$ cat config.mk
export PLATFORM = sky130hd
export DESIGN_NAME = cycle_tracer
export DESIGN_NICKNAME = d
export VERILOG_FILES = /design/src/rtl/cycle_tracer.sv
export SDC_FILE = /design/constraint.sdc
export NUM_CORES = 1
export LEC_CHECK = 0
export BUFFER_PORTS_ARGS = -buffer_cell sky130_fd_sc_hd__buf_4
export CORE_ASPECT_RATIO = 1.2
export CORE_UTILIZATION = 40
export CTS_CLUSTER_SIZE = 10
export DETAILED_ROUTE_END_ITERATION = 8
export SLEW_MARGIN = 10
export SYNTH_ARGS = -nofsm -noshare
export SYNTH_HDL_FRONTEND = slang
export SYNTH_SLANG_ARGS = --single-unit
$ cat constraint.sdc
create_clock -name clk -period 4.1 [get_ports clk]
set_clock_uncertainty 0.15 [all_clocks]
set_input_delay 0.41 -clock clk [delete_from_list [all_inputs] [get_ports clk]]
set_output_delay 0.41 -clock clk [all_outputs]
set_load 0.1 [all_outputs]
$ cat src/rtl/cycle_tracer.sv
// Negative-cycle detector: one extra Bellman-Ford relaxation pass, then a
// predecessor walk onto the cycle and a valid/ready stream of its vertices.
module cycle_tracer #(
    parameter int NODES    = 8,
    parameter int IDX_W    = 3,
    parameter int WEIGHT_W = 32
) (
    input  logic                      clk,
    input  logic                      reset_n,
    input  logic                      start,
    output logic [IDX_W-1:0]          vertmat_addr,
    input  logic [IDX_W+WEIGHT_W-1:0] vertmat_q,
    output logic [IDX_W-1:0]          adjmat_row_addr,
    output logic [IDX_W-1:0]          adjmat_col_addr,
    input  logic [WEIGHT_W-1:0]       adjmat_q,
    output logic                      path_valid,
    input  logic                      path_ready,
    output logic [IDX_W-1:0]          path_node,
    output logic                      path_last,
    output logic                      found,
    output logic                      error,
    output logic                      done,
    output logic [3:0]                dbg_state
);

    // Handshake: a node transfers on a cycle where path_valid && path_ready;
    // path_node/path_last hold and path_valid stays high until that happens.

    typedef enum logic [3:0] {
        S_IDLE, S_CHK_SRC, S_CHK_DST, S_CHK_CMP, S_WALK_RD, S_WALK_UPD,
        S_EMIT_OUT, S_EMIT_RD1, S_EMIT_RD2, S_DONE
    } state_t;

    localparam logic [WEIGHT_W-1:0] INF      = {1'b0, {(WEIGHT_W-1){1'b1}}};
    localparam logic [IDX_W-1:0]    IDX_LAST = IDX_W'(NODES - 1);
    localparam logic [IDX_W:0]      CNT_LAST = (IDX_W+1)'(NODES - 1);

    state_t                state, next_state;
    logic [IDX_W-1:0]      i, j, v, anchor, nxt;
    logic [IDX_W:0]        walk_cnt, emit_cnt;
    logic [WEIGHT_W-1:0]   svw;
    logic [IDX_W-1:0]      q_pred;
    logic [WEIGHT_W-1:0]   q_w;
    logic signed [WEIGHT_W:0] sum_w, dst_w;
    logic                  witness, last_pair, xfer, walk_end, emit_full;

    assign q_pred    = vertmat_q[IDX_W+WEIGHT_W-1:WEIGHT_W];
    assign q_w       = vertmat_q[WEIGHT_W-1:0];
    // Widened by one bit so INF-adjacent sums cannot wrap.
    assign sum_w     = {svw[WEIGHT_W-1], svw} + {adjmat_q[WEIGHT_W-1], adjmat_q};
    assign dst_w     = {q_w[WEIGHT_W-1], q_w};
    assign witness   = (adjmat_q != '0) && (svw != INF) && (sum_w < dst_w);
    assign last_pair = (i == IDX_LAST) && (j == IDX_LAST);
    assign xfer      = (state == S_EMIT_OUT) && path_ready;
    assign walk_end  = (walk_cnt == CNT_LAST);
    assign emit_full = (emit_cnt == CNT_LAST);

    assign adjmat_row_addr = i;
    assign adjmat_col_addr = j;
    assign dbg_state       = state;

    always_ff @(posedge clk or negedge reset_n) begin
        if (!reset_n) state <= S_IDLE;
        else          state <= next_state;
    end

    always_comb begin
        next_state = state;
        case (state)
            S_IDLE:     if (start) next_state = S_CHK_SRC;
            S_CHK_SRC:  next_state = S_CHK_DST;
            S_CHK_DST:  next_state = S_CHK_CMP;
            S_CHK_CMP: begin
                if (witness)        next_state = S_WALK_RD;
                else if (last_pair) next_state = S_DONE;
                else                next_state = S_CHK_SRC;
            end
            S_WALK_RD:  next_state = S_WALK_UPD;
            // The final walk step already points the memory at the anchor,
            // so the anchor's own path_last is resolved in EMIT_RD2.
            S_WALK_UPD: next_state = walk_end ? S_EMIT_RD2 : S_WALK_RD;
            S_EMIT_OUT: begin
                if (xfer) next_state = (path_last || emit_full) ? S_DONE : S_EMIT_RD1;
            end
            S_EMIT_RD1: next_state = S_EMIT_RD2;
            S_EMIT_RD2: next_state = S_EMIT_OUT;
            S_DONE:     if (start) next_state = S_CHK_SRC;
            default:    next_state = S_IDLE;
        endcase
    end

    always_comb begin
        path_valid   = (state == S_EMIT_OUT);
        done         = (state == S_DONE);
        vertmat_addr = '0;
        case (state)
            S_CHK_SRC:  vertmat_addr = i;
            S_CHK_DST:  vertmat_addr = j;
            S_WALK_RD:  vertmat_addr = v;
            S_WALK_UPD: vertmat_addr = q_pred;
            S_EMIT_OUT: vertmat_addr = path_node;
            S_EMIT_RD1: vertmat_addr = q_pred;
            default:    vertmat_addr = '0;
        endcase
    end

    always_ff @(posedge clk or negedge reset_n) begin
        if (!reset_n) begin
            i <= '0; j <= '0; v <= '0; anchor <= '0; nxt <= '0;
            walk_cnt <= '0; emit_cnt <= '0; svw <= '0;
            path_node <= '0; path_last <= 1'b0; found <= 1'b0; error <= 1'b0;
        end else begin
            case (state)
                S_IDLE, S_DONE: begin
                    if (start) begin
                        i <= '0; j <= '0;
                        found <= 1'b0; error <= 1'b0;
                        path_node <= '0; path_last <= 1'b0;
                    end
                end
                S_CHK_DST: svw <= q_w;
                S_CHK_CMP: begin
                    if (witness) begin
                        v        <= j;
                        walk_cnt <= '0;
                    end else if (!last_pair) begin
                        j <= (j == IDX_LAST) ? '0 : j + 1'b1;
                        if (j == IDX_LAST) i <= i + 1'b1;
                    end else begin
                        found <= 1'b0;
                    end
                end
                S_WALK_UPD: begin
                    v        <= q_pred;
                    walk_cnt <= walk_cnt + 1'b1;
                    if (walk_end) begin
                        anchor   <= q_pred;
                        nxt      <= q_pred;
                        emit_cnt <= '0;
                    end
                end
                S_EMIT_OUT: begin
                    if (xfer) begin
                        emit_cnt <= emit_cnt + 1'b1;
                        if (path_last) begin
                            found <= 1'b1;
                        end else if (emit_full) begin
                            error <= 1'b1;
                            found <= 1'b0;
                        end
                    end
                end
                S_EMIT_RD1: nxt <= q_pred;
                S_EMIT_RD2: begin
                    path_node <= nxt;
                    path_last <= (q_pred == anchor);
                end
                default: ;
            endcase
        end
    end

endmodule

==> results.toml, run 1 <==
[die]
die-area_um2 = 14390
io_pins = 92
rows = 46
die_w_um = 109.7
die_h_um = 131.2
start_util = 0.4149
core_um2 = 13410

[global_routing]
grt_max_degree = 66
first_global_vias = 5782
grt_overflow = 0
grt_usage = 0.2423
grt_antenna_before_repair = 0
grt_first_pass_wirelength_um = 27160

[sta]
setup_slack_ns = -0.1300
tightest_slew_ns = 0.8985
rsz0062_at_grt = "true"
worst_hold_slack_ns = 0.02788
max_slew_margin = 0.3991
drv_slew = 0
period_needed_ns = 4.230
setup_viol = 16
min_period_over_period = 1.032
hold_viol = 0
max_freq_mhz = 236.4

[routing]
routed-wl-met3_um = 906
drt-pass1-iter-count = 5
route.met2.wl_um = 8380
wl_per_cell_um = 16.82
drc = 0
vias_per_cell = 5.602
drtAntennaViolNets = 0
met1_length_um = 6734
drt_wl_total_um = 16610
top_layer = "met4"
drt_iter0_drc = 223
routed-via-count = 5535

[clocking]
clk_pin_slew_ns = 0.06
cts_tree = "yes"
clockBufferDepth = 2
cts_made_buffers = 9
clock_sinks = 65
cts_root_buf = "clkbuf_16"
ctsHtreeMaxLevel = 3
clkLatencyLatePin_ns = 0.34

[finish]
fillCellCount = 1201
final_common_cell = "buf_4"
multi_input_area_um2 = 4039
regArea_um2 = 1628
drive_gt1_frac = 0.3695
nNetsFinal = 957
syn_to_final_growth_pct = 40.84
stdcell_count = 988
final_cell_mix = "buf_4, dfrtp_1, ha_1"
final_cell_area_um2 = 7836
diodes = 0
final_util = 0.5843

[critical_path]
reg2reg_depth = 21
reg2reg_to = "walk_cnt[3]"
end_kind = "flip-flop"
critPathArrivalTime_ns = 4.35
critPathTopFamily = "compound AO/OA/AOI/OAI gates"
cp_slowest_stage_delay_ns = 0.39
critical_path_class = "flip-flop to flip-flop"
path_cells = "ha_2, buf_6, a211oi_4, o21a_2, nor4_4, o31a_1, o21ai_2, buf_4, o21ai_1, a211oi_2, nor2_1, ha_1, nand2_2, o21a_1, o221a_2, buf_6, nand4b_1, o21a_1, o21ai_4, or2_4, a31oi_1"
required_ns = 4.22
worstReg2RegStart = "svw[0]"
critPathMaxFanout = 6
critPathSlowestCell = "dfrtp_1"
r2r_slack_ns = -0.13
start_kind = "flip-flop"
cp_num_buf_inv = 3

[logic_synthesis]
yosysTopAreaCell = "dfrtp_1"
synth.area.top_cells = "dfrtp_1, ha_1, mux2_2"
syn_inst = 628
ys_warn_count = 0
syn_avg_cell_area_um2 = 8.860
yosysSeqAreaShare = 0.2923
synth-seq-cells = 65
synth_edf_count = 0
async_reset_ff_frac = 1.000
ys.flop_type = "dfrtp_1"
synth_top_cell_area_share = 0.2923
ys_types = 64
syn_nets = 770
syn_area_um2 = 5564

[place]
place_area_um2 = 7041
dp_hpwl_um = 12540
place_congestion = 0.9133
dp_cells = 956
portBuffers = 91

[hold_path]
hold_class = "input pin to async pin"

[run]
cap_violations = 0

[outcome]
violations = "negative setup slack"
status = "complete, but fails checks"

[power_and_ir_drop]
vdd_ir_drop_max_uv = 638.4
p_total_mw = 7.009
power_per_cell_area_nw_per_um2 = 894.5
leakagePower_nw = 3.703
## power by group
part	leakage [nW]	internal [mW]	switching, mW	total [mW]
combinational	2.74	2.31	2.62	4.93
clock	0.152	0.532	0.310	0.842
sequential	0.812	0.922	0.317	1.24
## worst max-delay path by stage
| stage | startpoint | to | slack, ns | cells after the start |
|---|---|---|---|---|
| global placement | adjmat_q[0] | v[2] | -0.44 | 19 |
| global route | svw[0] | dbg_state[3] | -0.32 | 19 |
| finish | svw[0] | walk_cnt[3] | -0.13 | 21 |
| CTS | svw[1] | dbg_state[3] | -0.06 | 18 |
| floorplan | adjmat_q[7] | v[0] | -0.03 | 17 |
| detailed placement | adjmat_q[0] | v[2] | -0.58 | 19 |
## sequential cells by signal, indices dropped and copies added (netlist names)
register	flops
error	1
path_node	3
found	1
walk_cnt	4
v	3
svw	32
dbg_state	4
nxt	3
emit_cnt	4
adjmat_col_addr	3
path_last	1
adjmat_row_addr	3
anchor	3
## metal layers
metal	track usage	up-vias
met5	0	-
met4	0.1067	0
met3	0.04663	41
met2	0.4235	178
met1	0.2810	2636
li1	-	2680
## final cells by class
| type | count | area share |
|---|---|---|
| clock buffers | 9 | 0.02874 |
| clock inverters | 7 | 0.01198 |
| inverters | 55 | 0.02635 |
| multi-input cells | 497 | 0.5154 |
| flip-flops and latches | 65 | 0.2077 |
| well taps | 168 | 0.02682 |
| repair buffers | 187 | 0.1830 |
## per-stage QoR
stage                     worst slack, ns  setup TNS, ns
after floorplan                  -0.02958       -0.08832
after global placement            -0.4411         -6.268
after detailed placement          -0.5800         -8.148
after CTS                        -0.06373        -0.3080
after global routing              -0.3225         -4.147
final                             -0.1300         -1.323
## Yosys cell counts, types with 6 or more instances
cell type / number
xor2_1: 6
dfrtp_1: 65
nand2_1: 55
mux2i_1: 13
a31oi_1: 7
a21o_1: 16
nand3_1: 18
o21ai_0: 25
nand4_1: 17
ha_1: 70
nor2_1: 35
xnor2_1: 24
nor4_1: 12
clkbuf_1: 9
a21oi_1: 57
o21bai_1: 7
o21ai_1: 10
inv_1: 55
nand2b_1: 8
mux2_2: 37
nor3_1: 6
## kinds of logic after synthesis
kind of cell / Yosys count / synth area share
xor gates and xnor gates: 30 / 0.04722
and+or+nand+nor: 176 / 0.1579
AOI/OAI and AO/OA: 170 / 0.1986
buffers and inverters: 66 / 0.04475
DFF: 65 / 0.2923
adders and majority gates: 71 / 0.1610
muxes: 50 / 0.09827
## repair_timing
| item | 4_1_cts | 5_1_grt |
|---|---|---|
| setup endpoints to repair | 17 | 17 |
| hold endpoints to repair | 0 | 0 |
| hold buffers | 0 | 0 |
| resized for setup | 42 | 28 |
| pin swaps | 32 | 28 |
| setup buffers | 14 | 2 |
Power figures use the tool's default switching activity.
==> inputs of run 2 (changes only) <==
Settings changed: CORE_MARGIN set to 2, CTS_BUF_LIST set to sky130_fd_sc_hd__clkbuf_16.
==> results.toml, run 2 (synthesis gave the netlist of run 1 again) <==
[outcome]
status = "complete, but fails checks"
violations = "negative hold slack, negative setup slack"

[critical_path]
critPathSlowestCell = "or4_4"
end_kind = "flip-flop"
path_cells = "ha_4, a21o_1, buf_4, buf_6, a21oi_4, nor2_2, o31a_1, o21ai_2, o221ai_2, or4_4, nand3_2, ha_4, nand4_1, o221a_4, mux2i_1, o21ai_1, a31oi_4, o221a_1, o21ai_1"
critPathMaxFanout = 6
reg2reg_to = "dbg_state[3]"
start_kind = "flip-flop"
r2r_slack_ns = -0.14
critical_path_class = "flip-flop to flip-flop"
cp_slowest_stage_delay_ns = 0.51
required_ns = 4.18
reg2reg_depth = 19
worstReg2RegStart = "svw[7]"
critPathArrivalTime_ns = 4.32

[global_routing]
grt_first_pass_wirelength_um = 27800
grt_max_degree = 66
first_global_vias = 5645
grt_antenna_before_repair = 0
grt_usage = 0.2314
grt_overflow = 0

[finish]
largest-register = "svw"
syn_to_final_growth_pct = 40.12
stdcell_count = 986
drive_gt1_frac = 0.3595
diodes = 0
largest_reg_flops = 32
final_common_cell = "buf_4"
fillCellCount = 1253
final_cell_area_um2 = 7796
final_cell_mix = "buf_4, dfrtp_1, ha_1"
final_util = 0.5690
nNetsFinal = 952

[routing]
wl_per_cell_um = 16.97
drc = 0
drtAntennaViolNets = 0
vias_per_cell = 5.531
drt_wl_total_um = 16730
routed-via-count = 5454
drt-pass1-iter-count = 5
drt_iter0_drc = 204

[power_and_ir_drop]
seq_power_share = 0.176
swShare = 0.4661
vdd_ir_drop_max_uv = 611.5
combPwrFrac = 0.704
clockPowerShare = 0.121
power_per_cell_area_nw_per_um2 = 901.5
p_switching_mw = 3.276
p_int_mw = 3.752
leakagePower_nw = 3.685

[place]
dp_hpwl_um = 13020
post-place-ws_ns = -0.5671
place_congestion = 0.8565
place_area_um2 = 7007
portBuffers = 91
dp_cells = 954

[sta]
max_slew_margin = 0.4049
setup_slack_ns = -0.1427
setup_viol = 17
fin_setup_tns_ns = -1.636
max_freq_mhz = 235.7
worst_hold_slack_ns = -0.002959
min_period_over_period = 1.035
drv_slew = 0
hold_viol = 1
tightest_slew_ns = 0.8926
period_needed_ns = 4.243
rsz0062_at_grt = "true"

[clocking]
cts.hold.buffers_added = 0
cts_made_buffers = 9
clock_sinks = 65
ctsHtreeMaxLevel = 3
cts_root_buf = "clkbuf_16"
clockBufferDepth = 2
cts_tree = "yes"
clkLatencyLatePin_ns = 0.35
clk_pin_slew_ns = 0.06

[die]
die-area_um2 = 14870
start_util = 0.4061
die_h_um = 133.2
io_pins = 92
core_um2 = 13700
die_w_um = 111.7
rows = 47

[hold_path]
hold_class = "input pin to async pin"

[run]
cap_violations = 0
==> run 2: cell count changes in the layout (fill, tap and decap cells not counted), moves of 2 or more <==
cell and change:
ha_4 -2, nor2_2 +3, nand3_1 -2, nor3_1 -2
ha_1 +3, nor2_1 -2, o21ai_2 -2, o21ai_1 +3
buf_4 -3, nor3_2 +2, buf_6 -3
==> run 2: worst max-delay path, delay by kind of cell (launching register included) <==
kind | cells | cell delay [ns]
buffers and inverters | 2 | 0.25
AOI/OAI and AO/OA | 10 | 2.05
and+or+nand+nor | 4 | 0.77
muxes | 1 | 0.13
adders and majority gates | 2 | 0.34
DFF | 1 | 0.41
==> run 2: stage by stage <==
step	hold slack [ns]	power, mW
finish	-0.002959	7.029
global route	0.09867	7.599
CTS	0.07491	6.767
detailed placement	0.3114	5.552
global placement	0.3052	5.445
floorplan	-0.03559	4.125
==> run 2: final cells by class <==
cell class / instances / area [µm²] / area share
inverters: 55 / 206.4 / 0.02648
flip-flops and latches: 65 / 1627 / 0.2086
well taps: 171 / 214.0 / 0.02744
multi-input cells: 497 / 4033 / 0.5173
clock buffers: 9 / 225.2 / 0.02889
repair buffers: 182 / 1398 / 0.1793
clock inverters: 7 / 93.84 / 0.01204
==> run 2: worst max-delay path by stage <==
stage | startpoint | end | slack [ns] | cells past startpoint
detailed placement | adjmat_q[0] | v[2] | -0.57 | 19
global placement | adjmat_q[0] | v[1] | -0.45 | 19
global route | svw[7] | v[2] | -0.32 | 21
finish | svw[7] | dbg_state[3] | -0.14 | 19
CTS | svw[7] | walk_cnt[3] | -0.08 | 20
floorplan | adjmat_q[7] | v[0] | -0.03 | 17
==> run 2: repair_timing <==
action,CTS,global route
gates resized for setup,42,26
endpoints found under the hold margin,0,0
endpoints found under the setup margin,17,17
setup buffers,9,7
pin swaps,30,30
==> run 2: power groups by stage <==
stage               combinational (mW)  sequential, mW  clock (mW)
detailed placement                4.33            1.23           0
CTS                               4.67            1.23       0.868
global route                      5.43            1.27       0.893
floorplan                         2.66            1.47           0
global placement                  4.23            1.22           0
finish                            4.95            1.23       0.848
==> run 2: per-layer routing <==
layer | global-route usage | vias to the layer above | wire length, µm
met3 | 0.04049 | 39 | 697
met5 | 0 | - | 0
met4 | 0.1036 | 0 | 634
met2 | 0.4027 | 141 | 8358
li1 | - | 2675 | -
met1 | 0.2793 | 2599 | 7045
